**config.mk**
```make
export PLATFORM = sky130hd
export DESIGN_NAME = toeplitz_hash_sched_flat
export DESIGN_NICKNAME = d
export VERILOG_FILES = /design/src/rtl/toeplitz_hash_sched_if.sv /design/src/rtl/toeplitz_hash_sched.sv /design/src/flat_wrapper.sv
export SDC_FILE = /design/constraint.sdc
export NUM_CORES = 1
export LEC_CHECK = 0
export CAP_MARGIN = 15
export CORE_MARGIN = 5
export CORE_UTILIZATION = 51
export CTS_CLUSTER_DIAMETER = 100
export DETAILED_ROUTE_END_ITERATION = 8
export PLACE_DENSITY = 0.76
export SLEW_MARGIN = 10
export SYNTH_ARGS = -nofsm -noshare
export SYNTH_HDL_FRONTEND = slang
export SYNTH_SLANG_ARGS = --single-unit
```
**constraint.sdc**
```tcl
create_clock -name clk_in -period 2.6 [get_ports clk_in]
set_input_delay 0.52 -clock clk_in [delete_from_list [all_inputs] [get_ports clk_in]]
set_output_delay 0.52 -clock clk_in [all_outputs]
set_load 0.05 [all_outputs]
```
**src/rtl/toeplitz_hash_sched_if.sv**
```systemverilog
// Handshake/bus bundle between the Toeplitz hash sequencer and its neighbours
// (seed store, raw-data FIFO, shift-seed datapath, row-sum accumulator and
// the downstream hash consumer).
//   master : the sequencer's view (drives control/status, samples requests)
//   slave  : the environment's view (drives requests/acks, samples control)
// Parameters ROWS/PASSES size the row_idx/pass_idx fields and must match the
// sequencer instance they are connected to.
interface toeplitz_hash_sched_if #(
  parameter int ROWS   = 32,
  parameter int PASSES = 128
);
  localparam int RW = ($clog2(ROWS)   > 0) ? $clog2(ROWS)   : 1;
  localparam int PW = ($clog2(PASSES) > 0) ? $clog2(PASSES) : 1;

  logic          start;
  logic          abort;
  logic          seed_valid;
  logic          seed_take;
  logic          shift_en;
  logic          seed_ack;
  logic          data_req;
  logic          data_valid;
  logic          acc_clr;
  logic          acc_en;
  logic [RW-1:0] row_idx;
  logic [PW-1:0] pass_idx;
  logic          hash_valid;
  logic          hash_ready;
  logic          busy;
  logic          err;
  logic          err_nseed;

  modport master (
    input  start, abort, seed_valid, seed_ack, data_valid, hash_ready,
    output seed_take, shift_en, data_req, acc_clr, acc_en, row_idx,
           pass_idx, hash_valid, busy, err, err_nseed
  );

  modport slave (
    output start, abort, seed_valid, seed_ack, data_valid, hash_ready,
    input  seed_take, shift_en, data_req, acc_clr, acc_en, row_idx,
           pass_idx, hash_valid, busy, err, err_nseed
  );
endinterface

```
**src/rtl/toeplitz_hash_sched.sv**
```systemverilog
// Sequencing controller for the Toeplitz hashing engine.
// A job loads a seed into the shift-seed datapath (shift_en/seed_ack),
// then runs PASSES passes; each pass fetches one raw-data word and opens a
// ROWS-cycle accumulate window. The finished hash is offered on
// hash_valid/hash_ready. A seed ack that never arrives within TIMEOUT LOAD
// cycles parks the controller in a sticky error state until abort.
// Ports:
//   clk_in : clock, rising edge
//   rst_n  : asynchronous active-low reset
//   bus    : toeplitz_hash_sched_if.master (start/abort, seed store, datapath,
//            raw-data FIFO, accumulator, result and status signals)
// Every output is a register; level outputs are decoded from the next state
// so they change on the same edge as the state they describe.
module toeplitz_hash_sched #(
  parameter int ROWS    = 32,
  parameter int PASSES  = 128,
  parameter int TIMEOUT = 15
) (
  input  logic                        clk_in,
  input  logic                        rst_n,
  toeplitz_hash_sched_if.master       bus
);
  localparam int RW = ($clog2(ROWS)    > 0) ? $clog2(ROWS)    : 1;
  localparam int PW = ($clog2(PASSES)  > 0) ? $clog2(PASSES)  : 1;
  localparam int TW = ($clog2(TIMEOUT) > 0) ? $clog2(TIMEOUT) : 1;

  localparam logic [RW-1:0] ROW_LAST  = RW'(ROWS - 1);
  localparam logic [PW-1:0] PASS_LAST = PW'(PASSES - 1);
  localparam logic [TW-1:0] TMO_LAST  = TW'(TIMEOUT - 1);

  typedef enum logic [2:0] {
    S_IDLE,
    S_LOAD,
    S_FETCH,
    S_ROWS,
    S_PASS_END,
    S_DONE,
    S_ERR
  } state_t;

  state_t        r_state;
  logic [TW-1:0] r_tmo_cnt;
  logic [RW-1:0] r_row_idx;
  logic [PW-1:0] r_pass_idx;
  logic          r_seed_take;
  logic          r_acc_clr;
  logic          r_err_nseed;
  logic          r_shift_en;
  logic          r_data_req;
  logic          r_acc_en;
  logic          r_hash_valid;
  logic          r_busy;
  logic          r_err;

  state_t        w_state_next;
  logic [TW-1:0] w_tmo_next;
  logic [RW-1:0] w_row_next;
  logic [PW-1:0] w_pass_next;
  logic          w_seed_take_next;
  logic          w_acc_clr_next;
  logic          w_err_nseed_next;

  // Next-state, counter and pulse logic.
  always_comb begin
    w_state_next     = r_state;
    w_tmo_next       = r_tmo_cnt;
    w_row_next       = r_row_idx;
    w_pass_next      = r_pass_idx;
    w_seed_take_next = 1'b0;
    w_acc_clr_next   = 1'b0;
    w_err_nseed_next = 1'b0;

    if (bus.abort) begin
      // Abort overrides everything, including a coincident seed_ack, so no
      // seed is ever consumed on an aborted job.
      w_state_next = S_IDLE;
      w_tmo_next   = '0;
      w_row_next   = '0;
      w_pass_next  = '0;
    end else begin
      unique case (r_state)
        S_IDLE: begin
          if (bus.start) begin
            if (bus.seed_valid) begin
              w_state_next = S_LOAD;
              w_tmo_next   = '0;
              w_row_next   = '0;
              w_pass_next  = '0;
            end else begin
              w_err_nseed_next = 1'b1;
            end
          end
        end
        S_LOAD: begin
          // Ack is checked before the timeout so an ack on the last allowed
          // LOAD cycle still succeeds.
          if (bus.seed_ack) begin
            w_state_next     = S_FETCH;
            w_seed_take_next = 1'b1;
            w_acc_clr_next   = 1'b1;
            w_pass_next      = '0;
          end else if (r_tmo_cnt == TMO_LAST) begin
            w_state_next = S_ERR;
          end else begin
            w_tmo_next = r_tmo_cnt + 1'b1;
          end
        end
        S_FETCH: begin
          if (bus.data_valid) begin
            w_state_next = S_ROWS;
            w_row_next   = '0;
          end
        end
        S_ROWS: begin
          if (r_row_idx == ROW_LAST) begin
            w_state_next = S_PASS_END;
          end else begin
            w_row_next = r_row_idx + 1'b1;
          end
        end
        S_PASS_END: begin
          if (r_pass_idx == PASS_LAST) begin
            w_state_next = S_DONE;
          end else begin
            w_pass_next  = r_pass_idx + 1'b1;
            w_state_next = S_FETCH;
          end
        end
        S_DONE: begin
          if (bus.hash_ready) begin
            w_state_next = S_IDLE;
          end
        end
        S_ERR: begin
          w_state_next = S_ERR;
        end
        default: begin
          w_state_next = S_IDLE;
        end
      endcase
    end
  end

  always_ff @(posedge clk_in or negedge rst_n) begin
    if (!rst_n) begin
      r_state      <= S_IDLE;
      r_tmo_cnt    <= '0;
      r_row_idx    <= '0;
      r_pass_idx   <= '0;
      r_seed_take  <= 1'b0;
      r_acc_clr    <= 1'b0;
      r_err_nseed  <= 1'b0;
      r_shift_en   <= 1'b0;
      r_data_req   <= 1'b0;
      r_acc_en     <= 1'b0;
      r_hash_valid <= 1'b0;
      r_busy       <= 1'b0;
      r_err        <= 1'b0;
    end else begin
      r_state      <= w_state_next;
      r_tmo_cnt    <= w_tmo_next;
      r_row_idx    <= w_row_next;
      r_pass_idx   <= w_pass_next;
      r_seed_take  <= w_seed_take_next;
      r_acc_clr    <= w_acc_clr_next;
      r_err_nseed  <= w_err_nseed_next;
      r_shift_en   <= (w_state_next == S_LOAD);
      r_data_req   <= (w_state_next == S_FETCH);
      r_acc_en     <= (w_state_next == S_ROWS);
      r_hash_valid <= (w_state_next == S_DONE);
      r_busy       <= (w_state_next != S_IDLE);
      r_err        <= (w_state_next == S_ERR);
    end
  end

  assign bus.seed_take  = r_seed_take;
  assign bus.shift_en   = r_shift_en;
  assign bus.data_req   = r_data_req;
  assign bus.acc_clr    = r_acc_clr;
  assign bus.acc_en     = r_acc_en;
  assign bus.row_idx    = r_row_idx;
  assign bus.pass_idx   = r_pass_idx;
  assign bus.hash_valid = r_hash_valid;
  assign bus.busy       = r_busy;
  assign bus.err        = r_err;
  assign bus.err_nseed  = r_err_nseed;
endmodule

```
**src/flat_wrapper.sv**
```systemverilog
// flat-port wrapper written by rule: the top's interface ports become plain ports
module toeplitz_hash_sched_flat 
#(
  parameter int ROWS    = 32,
  parameter int PASSES  = 128,
  parameter int TIMEOUT = 15
)
  (clk_in, rst_n, bus_start, bus_abort, bus_seed_valid, bus_seed_ack, bus_data_valid, bus_hash_ready, bus_seed_take, bus_shift_en, bus_data_req, bus_acc_clr, bus_acc_en, bus_row_idx, bus_pass_idx, bus_hash_valid, bus_busy, bus_err, bus_err_nseed);
  toeplitz_hash_sched_if #(.ROWS(ROWS), .PASSES(PASSES)) bus_i ();
  input  logic clk_in;
  input  logic rst_n;
  input wire logic [$bits(bus_i.start)-1:0] bus_start;
  input wire logic [$bits(bus_i.abort)-1:0] bus_abort;
  input wire logic [$bits(bus_i.seed_valid)-1:0] bus_seed_valid;
  input wire logic [$bits(bus_i.seed_ack)-1:0] bus_seed_ack;
  input wire logic [$bits(bus_i.data_valid)-1:0] bus_data_valid;
  input wire logic [$bits(bus_i.hash_ready)-1:0] bus_hash_ready;
  output wire logic [$bits(bus_i.seed_take)-1:0] bus_seed_take;
  output wire logic [$bits(bus_i.shift_en)-1:0] bus_shift_en;
  output wire logic [$bits(bus_i.data_req)-1:0] bus_data_req;
  output wire logic [$bits(bus_i.acc_clr)-1:0] bus_acc_clr;
  output wire logic [$bits(bus_i.acc_en)-1:0] bus_acc_en;
  output wire logic [$bits(bus_i.row_idx)-1:0] bus_row_idx;
  output wire logic [$bits(bus_i.pass_idx)-1:0] bus_pass_idx;
  output wire logic [$bits(bus_i.hash_valid)-1:0] bus_hash_valid;
  output wire logic [$bits(bus_i.busy)-1:0] bus_busy;
  output wire logic [$bits(bus_i.err)-1:0] bus_err;
  output wire logic [$bits(bus_i.err_nseed)-1:0] bus_err_nseed;
  assign bus_i.start = bus_start;
  assign bus_i.abort = bus_abort;
  assign bus_i.seed_valid = bus_seed_valid;
  assign bus_i.seed_ack = bus_seed_ack;
  assign bus_i.data_valid = bus_data_valid;
  assign bus_i.hash_ready = bus_hash_ready;
  assign bus_seed_take = bus_i.seed_take;
  assign bus_shift_en = bus_i.shift_en;
  assign bus_data_req = bus_i.data_req;
  assign bus_acc_clr = bus_i.acc_clr;
  assign bus_acc_en = bus_i.acc_en;
  assign bus_row_idx = bus_i.row_idx;
  assign bus_pass_idx = bus_i.pass_idx;
  assign bus_hash_valid = bus_i.hash_valid;
  assign bus_busy = bus_i.busy;
  assign bus_err = bus_i.err;
  assign bus_err_nseed = bus_i.err_nseed;
  toeplitz_hash_sched #(.ROWS(ROWS), .PASSES(PASSES), .TIMEOUT(TIMEOUT)) u_core (.clk_in(clk_in), .rst_n(rst_n), .bus(bus_i));
endmodule
```
---- Yosys cells after proc, flatten, opt, wreduce, memory -nomap -nowiden ----
Cells that the tools add are included.
storage, ports and cells
  register bits ........................... 27
  latch bits .............................. 0
  bits in writable memories ............... 0
  bits in read-only memories .............. 0
  input bits .............................. 8
  output and inout bits ................... 21
  word-level logic and storage cells ...... 80
  memories kept ........................... 0
cells by class
  add/sub/neg operators ................... 3
  multipliers ............................. 0
  div/mod/pow operators ................... 0
  $lt $le $gt $ge ......................... 0
  equality and inequality tests ........... 22
  shifts and indexed selects .............. 0
  muxes and demuxes ....................... 35
  bitwise operators ....................... 0
  reductions and logical operators ........ 8
operators by type and width
  kind                                                              count
  7-bit two-way mux                                                 5
  3-bit two-way mux                                                 9
  5-bit two-way mux                                                 5
  3-bit inequality test (second input constant)                     8
  3-bit case mux with 7 select lines                                1
  7-bit case mux with 3 select lines                                1
  4-bit two-way mux                                                 5
  3-bit == test (second input constant)                             5
  5-bit case mux with 3 select lines                                1
  5-bit AND reduction                                               3
  3-bit by 2-bit == test with 1-bit output (second input constant)  4
  4-bit case mux with 2 select lines                                1
  4-bit nonzero test                                                2
  7-bit by 1-bit adder with 7-bit output (second input constant)    1
  7-bit == test (second input constant)                             1
  1-bit two-way mux                                                 7
  3-bit by 1-bit == test with 1-bit output (second input constant)  2
  3-bit nonzero test                                                2
  5-bit by 1-bit adder with 5-bit output (second input constant)    1
  5-bit == test (second input constant)                             1
  4-bit by 1-bit adder with 4-bit output (second input constant)    1
  4-bit == test (second input constant)                             1
  3-bit zero test                                                   1

---- Depth between registers and ports, before layout ----
  word-level depth ........................ 6
  mapped depth ............................ 7
  depth with buffers taken out ............ 7

---- Worst setup path after synthesis ----
Ideal clock, no wire load.
  path type ............................... reg-to-reg
  from .................................... register u_core.r_row_idx[0], in the netlist u_core.bus.row_idx[0]
  to ...................................... register u_core.r_row_idx[0], in the netlist u_core.bus.row_idx[0]
  setup time .............................. 0.125 ns
  data arrival time ....................... 1.962 ns
  required time ........................... 2.475 ns
  path slack .............................. 0.513 ns
  cell stages (with the launch flop) ...... 8
  buffers on the path ..................... 0
  clock period less this slack ............ 2.087 ns
  cell sequence ........................... dfrtp_1 > ha_1 > and3_1 > ha_1 > nand2b_1 > a21oi_2 > nor3_2 > mux2_2
on the way
  cells in the longest elaborated chain, start to end .. 4
  elaborated cells between the ends (all ways) .. 7
  those cells by class .................... 1 x add/sub; 2 x eq/ne; 3 x mux; 1 x reduce/logical
RTL lines
  item                                    line                        text
  start, declared                         toeplitz_hash_sched.sv:43   logic [RW-1:0] r_row_idx;
  start signal, assigned                  toeplitz_hash_sched.sv:162  r_row_idx <= w_row_next;
  5-bit by 1-bit adder with 5-bit output  toeplitz_hash_sched.sv:118  w_row_next = r_row_idx + 1'b1;
  5-bit two-way mux                       toeplitz_hash_sched.sv:115  if (r_row_idx == ROW_LAST) begin
  5-bit case mux with 3 select lines      toeplitz_hash_sched.sv:81   unique case (r_state)
  5-bit two-way mux                       toeplitz_hash_sched.sv:73   if (bus.abort) begin
Parallel ways exist; a longest one is shown, timed or not. The select of a mux whose other input is x is not followed.
A chain may end at the register's enable or synchronous reset.

---- Worst setup path after layout ----
  from .................................... register u_core.r_pass_idx[2], in the netlist u_core.bus.pass_idx[2]
  to ...................................... output bus_pass_idx[2]
RTL lines
  item                    line                        text
  start, declared         toeplitz_hash_sched.sv:44   logic [PW-1:0] r_pass_idx;
  start signal, assigned  toeplitz_hash_sched.sv:163  r_pass_idx <= w_pass_next;
  end, declared           flat_wrapper.sv:24          output wire logic [$bits(bus_i.pass_idx)-1:0] bus_pass_idx;
No word-level cell between the ends.

==> flow_summary.html <==
<table>
<tr><th>Metric</th><th>Value</th></tr>
<tr><th colspan="2">Status</th></tr>
<tr><td>Result of the run</td><td>completed</td></tr>
<tr><th colspan="2">Detailed routing</th></tr>
<tr><td>Wirelength per Cell</td><td>14.9 microns</td></tr>
<tr><td>Number of nets with antenna violations after detailed routing</td><td>0</td></tr>
<tr><td>Post-detailed-route via-to-cell ratio</td><td>just under 6</td></tr>
<tr><td>Number of detailed-route iterations in the first pass</td><td>4</td></tr>
<tr><td>Vias after detailed routing</td><td>1194</td></tr>
<tr><td>Final Routed Wirelength</td><td>between 3000 and 4000 microns</td></tr>
<tr><td>DRC violations left</td><td>0</td></tr>
<tr><td>Starting DRT DRC Count</td><td>32</td></tr>
<tr><th colspan="2">Die</th></tr>
<tr><td>Core Box Area</td><td>roughly 2800 sq um</td></tr>
<tr><td>Chip Width</td><td>around 65 microns</td></tr>
<tr><td>Starting Density</td><td>between 50% and 60%</td></tr>
<tr><td>Die ar.</td><td>between 4000 and 5000 sq um</td></tr>
<tr><td>Vertical die dimension</td><td>64.8 microns</td></tr>
<tr><td>Number of standard-cell rows in the floorplan</td><td>19</td></tr>
<tr><td>Top-Level Pins</td><td>29</td></tr>
<tr><th colspan="2">Timing</th></tr>
<tr><td>Max-slew headroom</td><td>66.4%</td></tr>
<tr><td>Clock period minus worst slack</td><td>2.15 ns</td></tr>
<tr><td>Number of failing hold endpoints at the final stage</td><td>0</td></tr>
<tr><td>Post-route setup TNS</td><td>0 ns</td></tr>
<tr><td>Worst Skew</td><td>0.0200 ns</td></tr>
<tr><td>Setup repair after global routing missed its margin</td><td>false</td></tr>
<tr><td>Maximum clock frequency</td><td>0.465 GHz</td></tr>
<tr><td>Tcrit/Tclk final</td><td>approximately 83%</td></tr>
<tr><td>Max-slew violation count</td><td>0</td></tr>
<tr><td>Setup Viol. Count Final</td><td>0</td></tr>
<tr><td>Transition time at the pin with the least slew margin</td><td>between 0.5 and 0.6 ns</td></tr>
<tr><th colspan="2">Worst setup path</th></tr>
<tr><td>Critical path's top delay family</td><td>buffers and inverters</td></tr>
<tr><td>Nature of the critical path endpoint</td><td>output port</td></tr>
<tr><td>Count of buffer and inverter cells on the critical path</td><td>1</td></tr>
<tr><td>Max stage delay cell, worst path</td><td>sky130_fd_sc_hd__clkdlybuf4s50_1</td></tr>
<tr><td>Cell-by-cell trace of the critical path</td><td>clkdlybuf4s50_1</td></tr>
<tr><td>Reg-to-reg startpoint</td><td>u_core.bus.row_idx[0]</td></tr>
<tr><td>Delay contributed by the slowest stage of the critical path</td><td>around 0.85 ns</td></tr>
<tr><td>Endpoint arrival time on the critical path</td><td>1.63 ns</td></tr>
<tr><td>Class of the most critical setup path</td><td>register to output port</td></tr>
<tr><td>CP required</td><td>2.08 ns</td></tr>
<tr><td>Reg-to-Reg End</td><td>u_core.bus.row_idx[0]</td></tr>
<tr><td>Launching element type of the critical path</td><td>register</td></tr>
<tr><td>Setup slack, reg-to-reg</td><td>approximately 0.56 ns</td></tr>
<tr><td>Depth of the most critical reg-to-reg path</td><td>7</td></tr>
<tr><td>Maximum fanout encountered on the critical timing path</td><td>8</td></tr>
<tr><th colspan="2">Yosys</th></tr>
<tr><td>Share of Yosys cell area claimed by the top area cell type</td><td>between 40% and 50%</td></tr>
<tr><td>Warnings from Yosys</td><td>0</td></tr>
<tr><td>Cell types occupying the most area after synthesis</td><td>sky130_fd_sc_hd__dfrtp_1, sky130_fd_sc_hd__ha_1, sky130_fd_sc_hd__nor2_1, sky130_fd_sc_hd__a21oi_1, sky130_fd_sc_hd__nor2b_1</td></tr>
<tr><td>Post-synth ARST share</td><td>between 90% and 100%</td></tr>
<tr><td>Syn_area_per_cell</td><td>10.6 sq um</td></tr>
<tr><td>Main synth FF type</td><td>sky130_fd_sc_hd__dfrtp_1</td></tr>
<tr><td>Number of distinct standard cells referenced by the synthesized netlist</td><td>48</td></tr>
<tr><td>Cell area after synthesis</td><td>1530 sq um</td></tr>
<tr><td>Post-synthesis instance total</td><td>approximately 150</td></tr>
<tr><td>Synthesis-stage register bit count</td><td>27</td></tr>
<tr><td>Most numerous cell in the Yosys netlist</td><td>sky130_fd_sc_hd__dfrtp_1</td></tr>
<tr><td>Number of enable flip-flop cells after synthesis</td><td>0</td></tr>
<tr><td>Net count of the mapped netlist</td><td>between 150 and 200</td></tr>
<tr><td>Fraction of the yosys area taken by sequential cells</td><td>between 40 and 50%</td></tr>
<tr><td>Most area-hungry cell type in the Yosys netlist</td><td>sky130_fd_sc_hd__dfrtp_1</td></tr>
<tr><td>Most numerous cell types in the synthesized netlist</td><td>sky130_fd_sc_hd__dfrtp_1, sky130_fd_sc_hd__nor2_1, sky130_fd_sc_hd__a21oi_1, sky130_fd_sc_hd__nand2_1, sky130_fd_sc_hd__nor2b_1</td></tr>
<tr><th colspan="2">Flow run</th></tr>
<tr><td>Number of violations of the max-capacitance limit</td><td>0</td></tr>
<tr><th colspan="2">Pwr</th></tr>
<tr><td>Overall power consumption</td><td>0.732 mW</td></tr>
<tr><td>Total power divided by cell area</td><td>400 nW/um^2</td></tr>
<tr><td>Static leakage</td><td>0.781 nW</td></tr>
<tr><td>Worst vdd ir</td><td>0.227 mV</td></tr>
<tr><th colspan="2">Finish</th></tr>
<tr><td>Ant. Diodes</td><td>0</td></tr>
<tr><td>Layout cells sized above 1</td><td>12.3%</td></tr>
<tr><td>Final nets</td><td>185</td></tr>
<tr><td>Growth of design area from synthesis to finish</td><td>19.4%</td></tr>
<tr><th colspan="2">Clock tree</th></tr>
<tr><td>Buffers inserted during post-CTS setup optimization</td><td>0</td></tr>
<tr><td>H-tree Lvls</td><td>1</td></tr>
<tr><td>Source-to-sink clock delay at the later pin of the worst-skew pair</td><td>approximately 0.32 ns</td></tr>
<tr><td>Number of buffers on the longest clock path</td><td>2</td></tr>
<tr><td>Total CTS buffers</td><td>3</td></tr>
<tr><td>Clk Tree Root Cell</td><td>sky130_fd_sc_hd__clkbuf_4</td></tr>
<tr><td>Clock Sink Count</td><td>27</td></tr>
<tr><td>Clock tree from TritonCTS</td><td>built</td></tr>
<tr><td>CTS resizes</td><td>0</td></tr>
<tr><td>Register clock-pin slew on the reported worst setup and hold paths</td><td>0.15 ns</td></tr>
<tr><td>Cts-stage hold buffer count</td><td>0</td></tr>
<tr><th colspan="2">Global route</th></tr>
<tr><td>Maximum number of pins on one net before global-route repair</td><td>28</td></tr>
<tr><td>Via count of the first global-routing pass</td><td>1156</td></tr>
<tr><td>Global-route usage over all layers</td><td>15.9%</td></tr>
<tr><td>Remaining Overflow, GRT</td><td>0</td></tr>
<tr><td>Wire length of the first global-routing pass</td><td>5340 microns</td></tr>
<tr><td>Number of antenna violations at the first check in global routing</td><td>0</td></tr>
<tr><th colspan="2">Hold path</th></tr>
<tr><td>Classification of the worst-slack hold path</td><td>input port to asynchronous set/reset pin</td></tr>
<tr><th colspan="2">Placement</th></tr>
<tr><td>Final estimated routing congestion in global placement</td><td>0.772</td></tr>
<tr><td>DPL Wire Length</td><td>around 2300 microns</td></tr>
<tr><td>Port Buffer Count</td><td>28</td></tr>
</table>
flip-flops by register name, indices dropped and copies added, names as in the netlist:
register,cells
u_core.bus.acc_en,1
u_core.bus.pass_idx,7
u_core.bus.err_nseed,1
u_core.r_tmo_cnt,4
u_core.bus.seed_take,1
u_core.bus.err,1
u_core.bus.row_idx,5
u_core.bus.data_req,1
u_core.bus.shift_en,1
u_core.r_state,3
u_core.bus.busy,1
u_core.bus.hash_valid,1
kinds of logic after synthesis:
kind of cell	synth area share (%)
AOI/OAI and AO/OA	22.5
adders and majority gates	4.08
buffers and inverters	4.17
DFF	44.1
muxes	1.72
and+or+nand+nor	23.4
area by class of cell:
| cell class | instances | area [sq um] |
|---|---|---|
| repair buffers | 29 | 288 |
| clock inverters | 1 | 5.00 |
| inverters | 2 | 7.51 |
| flip-flops and latches | 27 | 676 |
| fillers | 246 | 1000 |
| well taps | 31 | 38.8 |
| multi-input cells | 109 | 792 |
| clock buffers | 3 | 22.5 |
metrics by stage:
stage	std cells	instance area [sq um]	hold WS, ns	worst slack, ns	util [%]
floorplan	145	1530	0.224	0.513	-
global placement	198	1800	0.527	0.334	63.7
detailed placement	198	1800	0.540	0.283	63.7
CTS	202	1830	0.551	0.432	64.7
global route	202	1830	0.573	0.372	64.7
finish	202	1830	0.543	0.448	64.7
layer usage:
| metal | routed length, microns | vias to the layer above | share of wire [%] | global-route usage [%] |
|---|---|---|---|---|
| met4 | 18 | 0 | 0.60 | 3.96 |
| met5 | 0 | - | 0 | 0 |
| met3 | 133 | 2 | 4.4 | 3.28 |
| met1 | 1450 | 568 | 48 | 20.7 |
| met2 | 1400 | 24 | 47 | 26.9 |
| li1 | - | 600 | - | - |
power by group:
part	internal [mW]	switching, mW	leakage [nW]	total (mW)
clock network	0.0575	0.120	0.0177	0.178
registers	0.428	0.0105	0.374	0.438
logic	0.0471	0.0686	0.390	0.116
placed cells by master, fill, tap and decap left out, types with 3 or more instances in the layout:
cell and instances:
sky130_fd_sc_hd__a21o_1 3, sky130_fd_sc_hd__a21oi_1 8, sky130_fd_sc_hd__a22o_1 4, sky130_fd_sc_hd__and3_1 5, sky130_fd_sc_hd__clkbuf_4 3, sky130_fd_sc_hd__clkdlybuf4s50_1 28, sky130_fd_sc_hd__dfrtp_1 27, sky130_fd_sc_hd__ha_1 5
sky130_fd_sc_hd__nand2_1 8, sky130_fd_sc_hd__nand2b_1 5, sky130_fd_sc_hd__nand3_1 5, sky130_fd_sc_hd__nor2_1 11, sky130_fd_sc_hd__nor2b_1 6, sky130_fd_sc_hd__o21ai_0 3, sky130_fd_sc_hd__o21ai_1 3, sky130_fd_sc_hd__o31ai_1 5
how the worst max path moves through the flow:
stage	to	from	slack, ns	cells past startpoint
final	bus_pass_idx[2]	u_core.bus.pass_idx[2]	0.45	1
after global placement	u_core.bus.pass_idx[0]	bus_seed_ack	0.33	5
after floorplan	u_core.bus.row_idx[0]	u_core.bus.row_idx[0]	0.51	7
after detailed placement	u_core.r_tmo_cnt[3]	bus_abort	0.28	3
after CTS	bus_pass_idx[2]	u_core.bus.pass_idx[2]	0.43	1
after global routing	bus_pass_idx[3]	u_core.bus.pass_idx[3]	0.37	1
No activity file was read; power rests on OpenSTA's default activity.
